## config.mk

```make
export PLATFORM = sky130hd
export DESIGN_NAME = detection_result_collector
export DESIGN_NICKNAME = d
export VERILOG_FILES = /design/src/rtl/detection_result_collector.sv
export SDC_FILE = /design/constraint.sdc
export NUM_CORES = 1
export LEC_CHECK = 0
export BUFFER_PORTS_ARGS = -buffer_cell sky130_fd_sc_hd__buf_4
export CAP_MARGIN = 20
export CORE_MARGIN = 2
export CORE_UTILIZATION = 40
export CTS_BUF_LIST = sky130_fd_sc_hd__clkbuf_4
export CTS_CLUSTER_DIAMETER = 150
export DETAILED_ROUTE_END_ITERATION = 12
export GPL_TIMING_DRIVEN = 1
export SETUP_SLACK_MARGIN = 0.3
export SLEW_MARGIN = 20
export SYNTH_ARGS = -nofsm -noshare
export SYNTH_HDL_FRONTEND = slang
export SYNTH_SLANG_ARGS = --single-unit
export TNS_END_PERCENT = 20
```

## constraint.sdc

```tcl
create_clock -name clk -period 3.85 [get_ports clk]
set_input_delay 0.77 -clock clk [delete_from_list [all_inputs] [get_ports clk]]
set_output_delay 0.77 -clock clk [all_outputs]
set_load 0.005 [all_outputs]
```

## src/rtl/detection_result_collector.sv

```systemverilog
// Detection result collector: filters passing windows into a FWFT FIFO and
// sequences frame flush/done. Optional counters enabled by RESULT_STATS_EN.
module detection_result_collector #(
  parameter int DEPTH      = 16,
  parameter int ROW_BITS   = 10,
  parameter int COL_BITS   = 10,
  parameter int SCALE_BITS = 5
) (
  input  logic                    clk,
  input  logic                    rst_n,
  input  logic                    in_valid,
  input  logic                    in_passfail,
  input  logic [ROW_BITS-1:0]     in_x,
  input  logic [COL_BITS-1:0]     in_y,
  input  logic [SCALE_BITS-1:0]   in_scale,
  output logic                    in_taken,
  input  logic                    frame_end,
  output logic                    out_valid,
  input  logic                    out_ready,
  output logic [ROW_BITS-1:0]     out_x,
  output logic [COL_BITS-1:0]     out_y,
  output logic [SCALE_BITS-1:0]   out_scale,
  output logic [$clog2(DEPTH):0]  out_count,
`ifdef RESULT_STATS_EN
  input  logic                    stats_clear,
  output logic [31:0]             stat_windows,
  output logic [31:0]             stat_detections,
`endif
  output logic                    frame_done
);

  localparam int AW = $clog2(DEPTH);
  localparam int W  = ROW_BITS + COL_BITS + SCALE_BITS;
  localparam logic [AW:0] FULL_CNT = (AW+1)'(DEPTH);

  typedef enum logic [1:0] {COLLECT, FLUSH, DONE} state_t;

  state_t         state_q;
  logic [AW-1:0]  wr_ptr_q, rd_ptr_q;
  logic [AW:0]    count_q, count_d;
  logic [W-1:0]   mem_q [DEPTH];
  logic           full, pop, push;

  assign full      = (count_q == FULL_CNT);
  assign out_valid = (count_q != '0);
  assign pop       = out_valid & out_ready;
  assign in_taken  = in_valid & (state_q == COLLECT) & (~in_passfail | ~full | pop);
  assign push      = in_taken & in_passfail;
  assign {out_x, out_y, out_scale} = mem_q[rd_ptr_q];
  assign out_count  = count_q;
  assign frame_done = (state_q == DONE);

  always_comb begin
    count_d = count_q;
    if (push && !pop)      count_d = count_q + 1'b1;
    else if (pop && !push) count_d = count_q - 1'b1;
  end

  always_ff @(posedge clk) begin
    if (push) mem_q[wr_ptr_q] <= {in_x, in_y, in_scale};
  end

  always_ff @(posedge clk or negedge rst_n) begin
    if (!rst_n) begin
      state_q  <= COLLECT;
      wr_ptr_q <= '0;
      rd_ptr_q <= '0;
      count_q  <= '0;
    end else begin
      count_q <= count_d;
      if (push) wr_ptr_q <= wr_ptr_q + 1'b1;
      if (pop)  rd_ptr_q <= rd_ptr_q + 1'b1;
      case (state_q)
        COLLECT: if (frame_end) state_q <= FLUSH;
        // Leaving on the next-cycle occupancy lets frame_done follow the last pop directly
        FLUSH:   if (count_d == '0) state_q <= DONE;
        DONE:    state_q <= COLLECT;
        default: state_q <= COLLECT;
      endcase
    end
  end

`ifdef RESULT_STATS_EN
  always_ff @(posedge clk or negedge rst_n) begin
    if (!rst_n) begin
      stat_windows    <= '0;
      stat_detections <= '0;
    end else if (stats_clear) begin
      stat_windows    <= '0;
      stat_detections <= '0;
    end else begin
      if (in_taken && stat_windows != '1)  stat_windows    <= stat_windows + 1'b1;
      if (push && stat_detections != '1)   stat_detections <= stat_detections + 1'b1;
    end
  end
`endif

endmodule

```

Word-level counts from Yosys, hierarchy flattened
Memories as Yosys holds them, arrays and structs flattened.
Cells that the tools add are included.
{"block": "word_totals", "mem_count": 1, "word_cells": 37, "regBits": 15, "rom_bits": 0, "in_bits": 31, "latchBits": 0, "ram_bits": 400, "output_inout_bits": 33}
{"name": "mem_q", "words": 16, "width": 25, "rd": 1, "rd_ports_with_merged_regs": 0, "write_ports": 1, "line_no": "41", "source": "logic [W-1:0] mem_q [DEPTH];"}
{"block": "op_classes", "div": 0, "addsub": 4, "reduce_logical": 8, "muxes": 7, "mul": 0, "n_lt_le_gt_ge": 0, "eq_ne": 5, "n_shift": 0, "bitwise_logic": 8}
{"cell": "5-bit two-way mux", "count": 2}
{"cell": "4-bit by 1-bit adder with 4-bit output (second input constant)", "count": 2}
{"cell": "5-bit by 1-bit adder with 5-bit output (second input constant)", "count": 1}
{"cell": "5-bit == test (second input constant)", "count": 1}
{"cell": "5-bit zero test", "count": 1}
{"cell": "5-bit nonzero test", "count": 1}
{"cell": "5-bit by 1-bit subtractor with 5-bit output (second input constant)", "count": 1}
{"cell": "1-bit AND", "count": 4}
{"cell": "2-bit two-way mux", "count": 2}
{"cell": "2-bit != test (second input constant)", "count": 2}
{"cell": "2-bit case mux with 2 select lines", "count": 1}
{"cell": "2-bit by 1-bit == test with 1-bit output (second input constant)", "count": 1}
{"cell": "2-bit == test (second input constant)", "count": 1}
{"cell": "1-bit logical AND", "count": 2}
{"cell": "1-bit zero test", "count": 2}
{"cell": "2-bit zero test", "count": 1}
{"cell": "1-bit two-way mux", "count": 2}
{"cell": "1-bit NOT", "count": 2}
{"cell": "1-bit OR", "count": 2}
{"cell": "2-bit AND reduction", "count": 1}

Longest topological paths before layout
{"block": "depth", "word_depth": 13, "depth_mapped": 8, "mapped_depth_nobuf": 8}

Worst setup path before layout
No wires, ideal clock.
{"block": "synth_path", "path_type": "input -> register", "startpoint": "input in_passfail", "endpoint": "memory mem_q[3][0] in the netlist's numbering (enable)", "arrival_time_ps": 3280, "required_time_ps": 3412, "path_slack_ps": 132, "setup_ps": 438, "n_path_buf": 1, "path_stages": 5, "path_cell_list": "and4bb_1 > o21a_1 > buf_2 > nand2_1 > nor3_1"}
{"block": "synth_between", "elab_chain_cells": 7}
{"element": "from (decl)", "line_no": "12", "source": "input logic in_passfail,"}
{"element": "1-bit NOT", "line_no": "47", "source": "assign in_taken = in_valid & (state_q == COLLECT) & (~in_passfail | ~full | pop);"}
{"element": "1-bit OR (2 in series)", "line_no": "47"}
{"element": "1-bit AND", "line_no": "47"}
{"element": "1-bit AND (*)", "line_no": "48", "source": "assign push = in_taken & in_passfail;"}
{"element": "1-bit two-way mux (*)", "line_no": "60", "source": "if (push) mem_q[wr_ptr_q] <= {in_x, in_y, in_scale};"}
{"element": "1-bit two-way mux (not written as such) (*)", "line_no": "60"}
{"element": "to (decl)", "line_no": "41"}
Mark *: on every way between the ends. The rest lies on a longest branch, timed or not.

Worst setup path after layout
{"block": "layout_path", "startpoint": "register rd_ptr_q[0]", "endpoint": "output out_x[0]"}
{"block": "layout_between", "elab_chain_cells": 1}
{"element": "from (decl)", "line_no": "39", "source": "logic [AW-1:0] wr_ptr_q, rd_ptr_q;"}
{"element": "from (signal assigned)", "line_no": "72", "source": "if (pop) rd_ptr_q <= rd_ptr_q + 1'b1;"}
{"element": "memory read 16 x 25 bit"}
{"element": "to (decl)", "line_no": "20", "source": "output logic [ROW_BITS-1:0] out_x,"}
No other way between the ends.

==> impl_summary.log <==
INFO  metric outcome = finished, final reports clean
INFO  metric wl = 35660 um
INFO  metric die-width = 204.2 um
INFO  metric grt_first_pass_wirelength = 52630 um
INFO  metric period_minus_slack = 3.528 ns
INFO  metric finalSetupTns = 0 ns
INFO  metric cp.arrival = 2.76 ns
INFO  metric rows = 73
INFO  metric route.detailed.wl_per_inst = 24.26 um
INFO  metric hold_path_depth = 3
INFO  metric design.final.nets = 909
INFO  metric layout_commonest_cell = edfxtp_1
INFO  metric synth_cells = 671
INFO  metric timing.max_slew.rel_slack = 0.6345
INFO  metric global_route.overflow_total = 0
INFO  metric cap_violations = 0
INFO  metric rsz0062_at_grt = yes
INFO  metric groute.usage.overall = 0.1755
INFO  metric io_buffer_count = 63
INFO  metric grt_antenna_before_repair = 1
INFO  metric power.share.clock = 0.277
INFO  metric syn_area_per_cell = 23.90 sq um
INFO  metric detail_route.first_pass.iterations = 10
INFO  metric post-route-drc-count = 0
INFO  metric worstMarginPinSlew = 0.5476 ns
INFO  metric period_share = 0.9165
INFO  metric critical_path_peak_fanout = 7
INFO  metric timing_hold_violations_final = 0
INFO  metric worst_clock_skew = 0.05735 ns
INFO  metric setup.reg_to_reg.worst_slack = 0.97 ns
INFO  metric switching_share = 0.2728
INFO  metric deepest_clock_path_buffer_count = 3
INFO  metric power.share.combinational = 0.310
INFO  metric dr_wl_met3 = 2410 um
INFO  metric regToRegStartpoint = out_count[1]$_DFF_PN0_
INFO  metric sequential_cell_area = 12400 sq um
INFO  metric fmax = 283.4 MHz
INFO  metric placed_inst_area = 17440 sq um
INFO  metric place.detailed.instances = 1266
INFO  metric hold_slack = 0.2928 ns
INFO  metric synth_fp_nets = 710
INFO  metric layout_common_cells = edfxtp_1 (400), clkbuf_4 (153), mux4_2 (125), buf_4 (98), clkinv_1 (18)
INFO  metric critical_path.reg2reg.endpoint = mem_q[14][24]$_DFFE_PP_
INFO  metric multiInputGateArea = 3510 sq um
INFO  metric hold_class = in2reg
INFO  metric irDropWorstVdd = 0.2539 mV
INFO  metric cts.sink_count = 415
INFO  metric dp_hpwl = 19510 um
INFO  metric met1Wirelength = 14570 um
INFO  metric yosysUniqueCellTypes = 40
INFO  metric max_slew_violation_count = 0
INFO  metric p_switching = 3.471 mW
INFO  metric avgViaCountPerCell = 5.379
INFO  metric dr.max_layer_used = met4
INFO  metric worst_setup_path_end_kind = output pin
INFO  metric cts_tree = yes
INFO  metric power_per_cell_area = 664.1 nW/um^2
INFO  metric launching_element_type_of_the_critical_path = flip-flop
INFO  metric leakage = 6.339 nW
INFO  metric seqPwrFrac = 0.413
INFO  metric hold_path.startpoint = frame_end
INFO  metric most_frequently_used_flop_master_after_synthesis = edfxtp_1
INFO  metric grt_pass1_vias = 8358
INFO  metric synthesis.yosys.warnings = 0
INFO  metric syn_area = 16040 sq um
INFO  metric postLayoutCellArea = 19160 sq um
INFO  metric start_util = 0.4046
INFO  metric synth_sequential_area_ratio = 0.7723
INFO  metric drive_gt1_frac = 0.4602
INFO  metric core_region_area = 39640 sq um
INFO  metric place_congestion = 0.7745
INFO  metric async_sr_flop_fraction = 0.03614
INFO  metric die-area = 41720 sq um
INFO  metric clk_latency = 0.77 ns
INFO  metric synth_enable_flop_cells = 400
INFO  metric ioPinCount = 64
INFO  metric cts_inserted_buffers = 103
INFO  metric met2RoutedLength = 17790 um
INFO  metric p_int = 9.256 mW
INFO  metric dr.first_iter.drc_count = 669
INFO  metric synthToLayoutAreaGrowth = 19.48%
INFO  metric synth-seq-cells = 415
INFO  metric critPathKind = reg2out
INFO  metric timing.hold.worst_endpoint = state_q[0]$_DFFE_PN0P_
INFO  metric finalSetupViolations = 0
INFO  metric ant_nets = 0
INFO  metric reg2regPathDepth = 7
INFO  metric dr_total_vias = 7907
INFO  metric layout.cells.non_filler = 1470
INFO  metric grt_start_max_net_pins = 31
INFO  metric h-tree-depth = 3
INFO  metric die_height = 204.2 um
INFO  metric clk_transition_reported_paths = 0.06 ns
INFO  metric cts.root.buffer_cell = clkbuf_4
INFO  metric fillCellCount = 3223
INFO  metric required_time_reported_for_the_critical_path_endpoint = 3.08 ns
[stage by stage]
step | utilization | setup WS [ns] | total power [mW]
finish | 0.4834 | 0.3215 | 12.73
global route | 0.4834 | 0.2002 | 13.36
CTS | 0.4790 | 0.2197 | 12.71
detailed placement | 0.4399 | 0.6891 | 8.783
global placement | 0.4399 | 0.7472 | 8.706
floorplan | - | 0.1641 | 7.565
[worst max-delay path: stages (launching register included)]
cell and delay, ns:
dfrtp_4 0.55, buf_12 0.18, buf_16 0.15, buf_12 0.13, mux4_2 0.40, mux4_2 0.48, buf_4 0.15
[how the worst max path moves through the flow]
stage	to	startpoint	cells after the start	slack (ns)
final	out_x[0]	rd_ptr_q[0]$_DFFE_PN0N_	6	0.32
after floorplan	mem_q[0][0]$_DFFE_PP_	in_passfail	5	0.16
after CTS	out_x[8]	rd_ptr_q[0]$_DFFE_PN0N_	5	0.22
after detailed placement	out_y[5]	rd_ptr_q[0]$_DFFE_PN0N_	4	0.69
after global routing	out_x[8]	rd_ptr_q[0]$_DFFE_PN0N_	5	0.20
after global placement	out_y[9]	rd_ptr_q[0]$_DFFE_PN0N_	4	0.75
[layout make-up]
type | instances | area share
diodes | 2 | 0.0002612
clock buffers | 153 | 0.05994
inverters | 6 | 0.001175
flip-flops and latches | 415 | 0.6468
well taps | 525 | 0.03428
repair buffers | 126 | 0.06784
clock inverters | 25 | 0.006529
multi-input cells | 218 | 0.1831
[metal layers]
metal	GRT usage	vias to the layer above
li1	-	3347
met1	0.2314	4173
met2	0.2851	313
met3	0.03842	74
met4	0.07013	0
met5	0	-
[cell usage after synthesis (2+ instances only)]
| master | n | share of area |
|---|---|---|
| a21oi_1 | 3 | 0.00094 |
| and3_1 | 2 | 0.00078 |
| and4b_1 | 3 | 0.0019 |
| buf_1 | 6 | 0.0014 |
| buf_2 | 9 | 0.0028 |
| buf_4 | 8 | 0.0037 |
| buf_6 | 2 | 0.0014 |
| clkbuf_1 | 7 | 0.0016 |
| dfrtp_1 | 15 | 0.023 |
| edfxtp_1 | 400 | 0.75 |
| ha_1 | 8 | 0.0062 |
| inv_1 | 5 | 0.0012 |
| mux4_2 | 125 | 0.18 |
| nand2_1 | 14 | 0.0033 |
| nand2b_1 | 4 | 0.0016 |
| nand4_1 | 3 | 0.0012 |
| nand4bb_1 | 2 | 0.0014 |
| nor2_1 | 18 | 0.0042 |
| nor2b_1 | 2 | 0.00078 |
| nor3_1 | 7 | 0.0022 |
| o21ai_0 | 3 | 0.00094 |
| xnor2_1 | 7 | 0.0038 |
[kinds of logic (layout without fill, tap and decap cells)]
family          after synthesis  count (layout)  synth area share
compound gates               15              15          0.007099
buf+inv                      38             310           0.01240
simple gates                 61              61           0.02145
xor+xnor                      8               8          0.004369
mux                         126             126            0.1761
other cells                   0               2                 0
fa+ha+maj                     8               8          0.006241
flops                       415             415            0.7723
[sequential cells by signal (all words and copies together) (netlist names)]
name	cells
mem_q	400
out_count	5
rd_ptr_q	4
state_q	2
wr_ptr_q	4
[power groups by stage]
stage	combinational (mW)	clock (mW)	sequential [mW]
after CTS	3.80	3.64	5.27
after floorplan	2.35	0	5.22
after global routing	4.22	3.88	5.27
after global placement	3.22	0	5.48
after detailed placement	3.28	0	5.50
final	3.94	3.53	5.25
[timing repair]
| item | in CTS | in global routing |
|---|---|---|
| endpoints found under the setup margin | 25 | 25 |
| setup buffers | 11 | 6 |
| hold buffers | 1 | 0 |
| resized for setup | 7 | 6 |
| endpoints found under the hold margin | 15 | 0 |
| pin swaps | 0 | 0 |
| gates cloned | 3 | 3 |
Note: power is estimated with default switching activity, not from simulation.
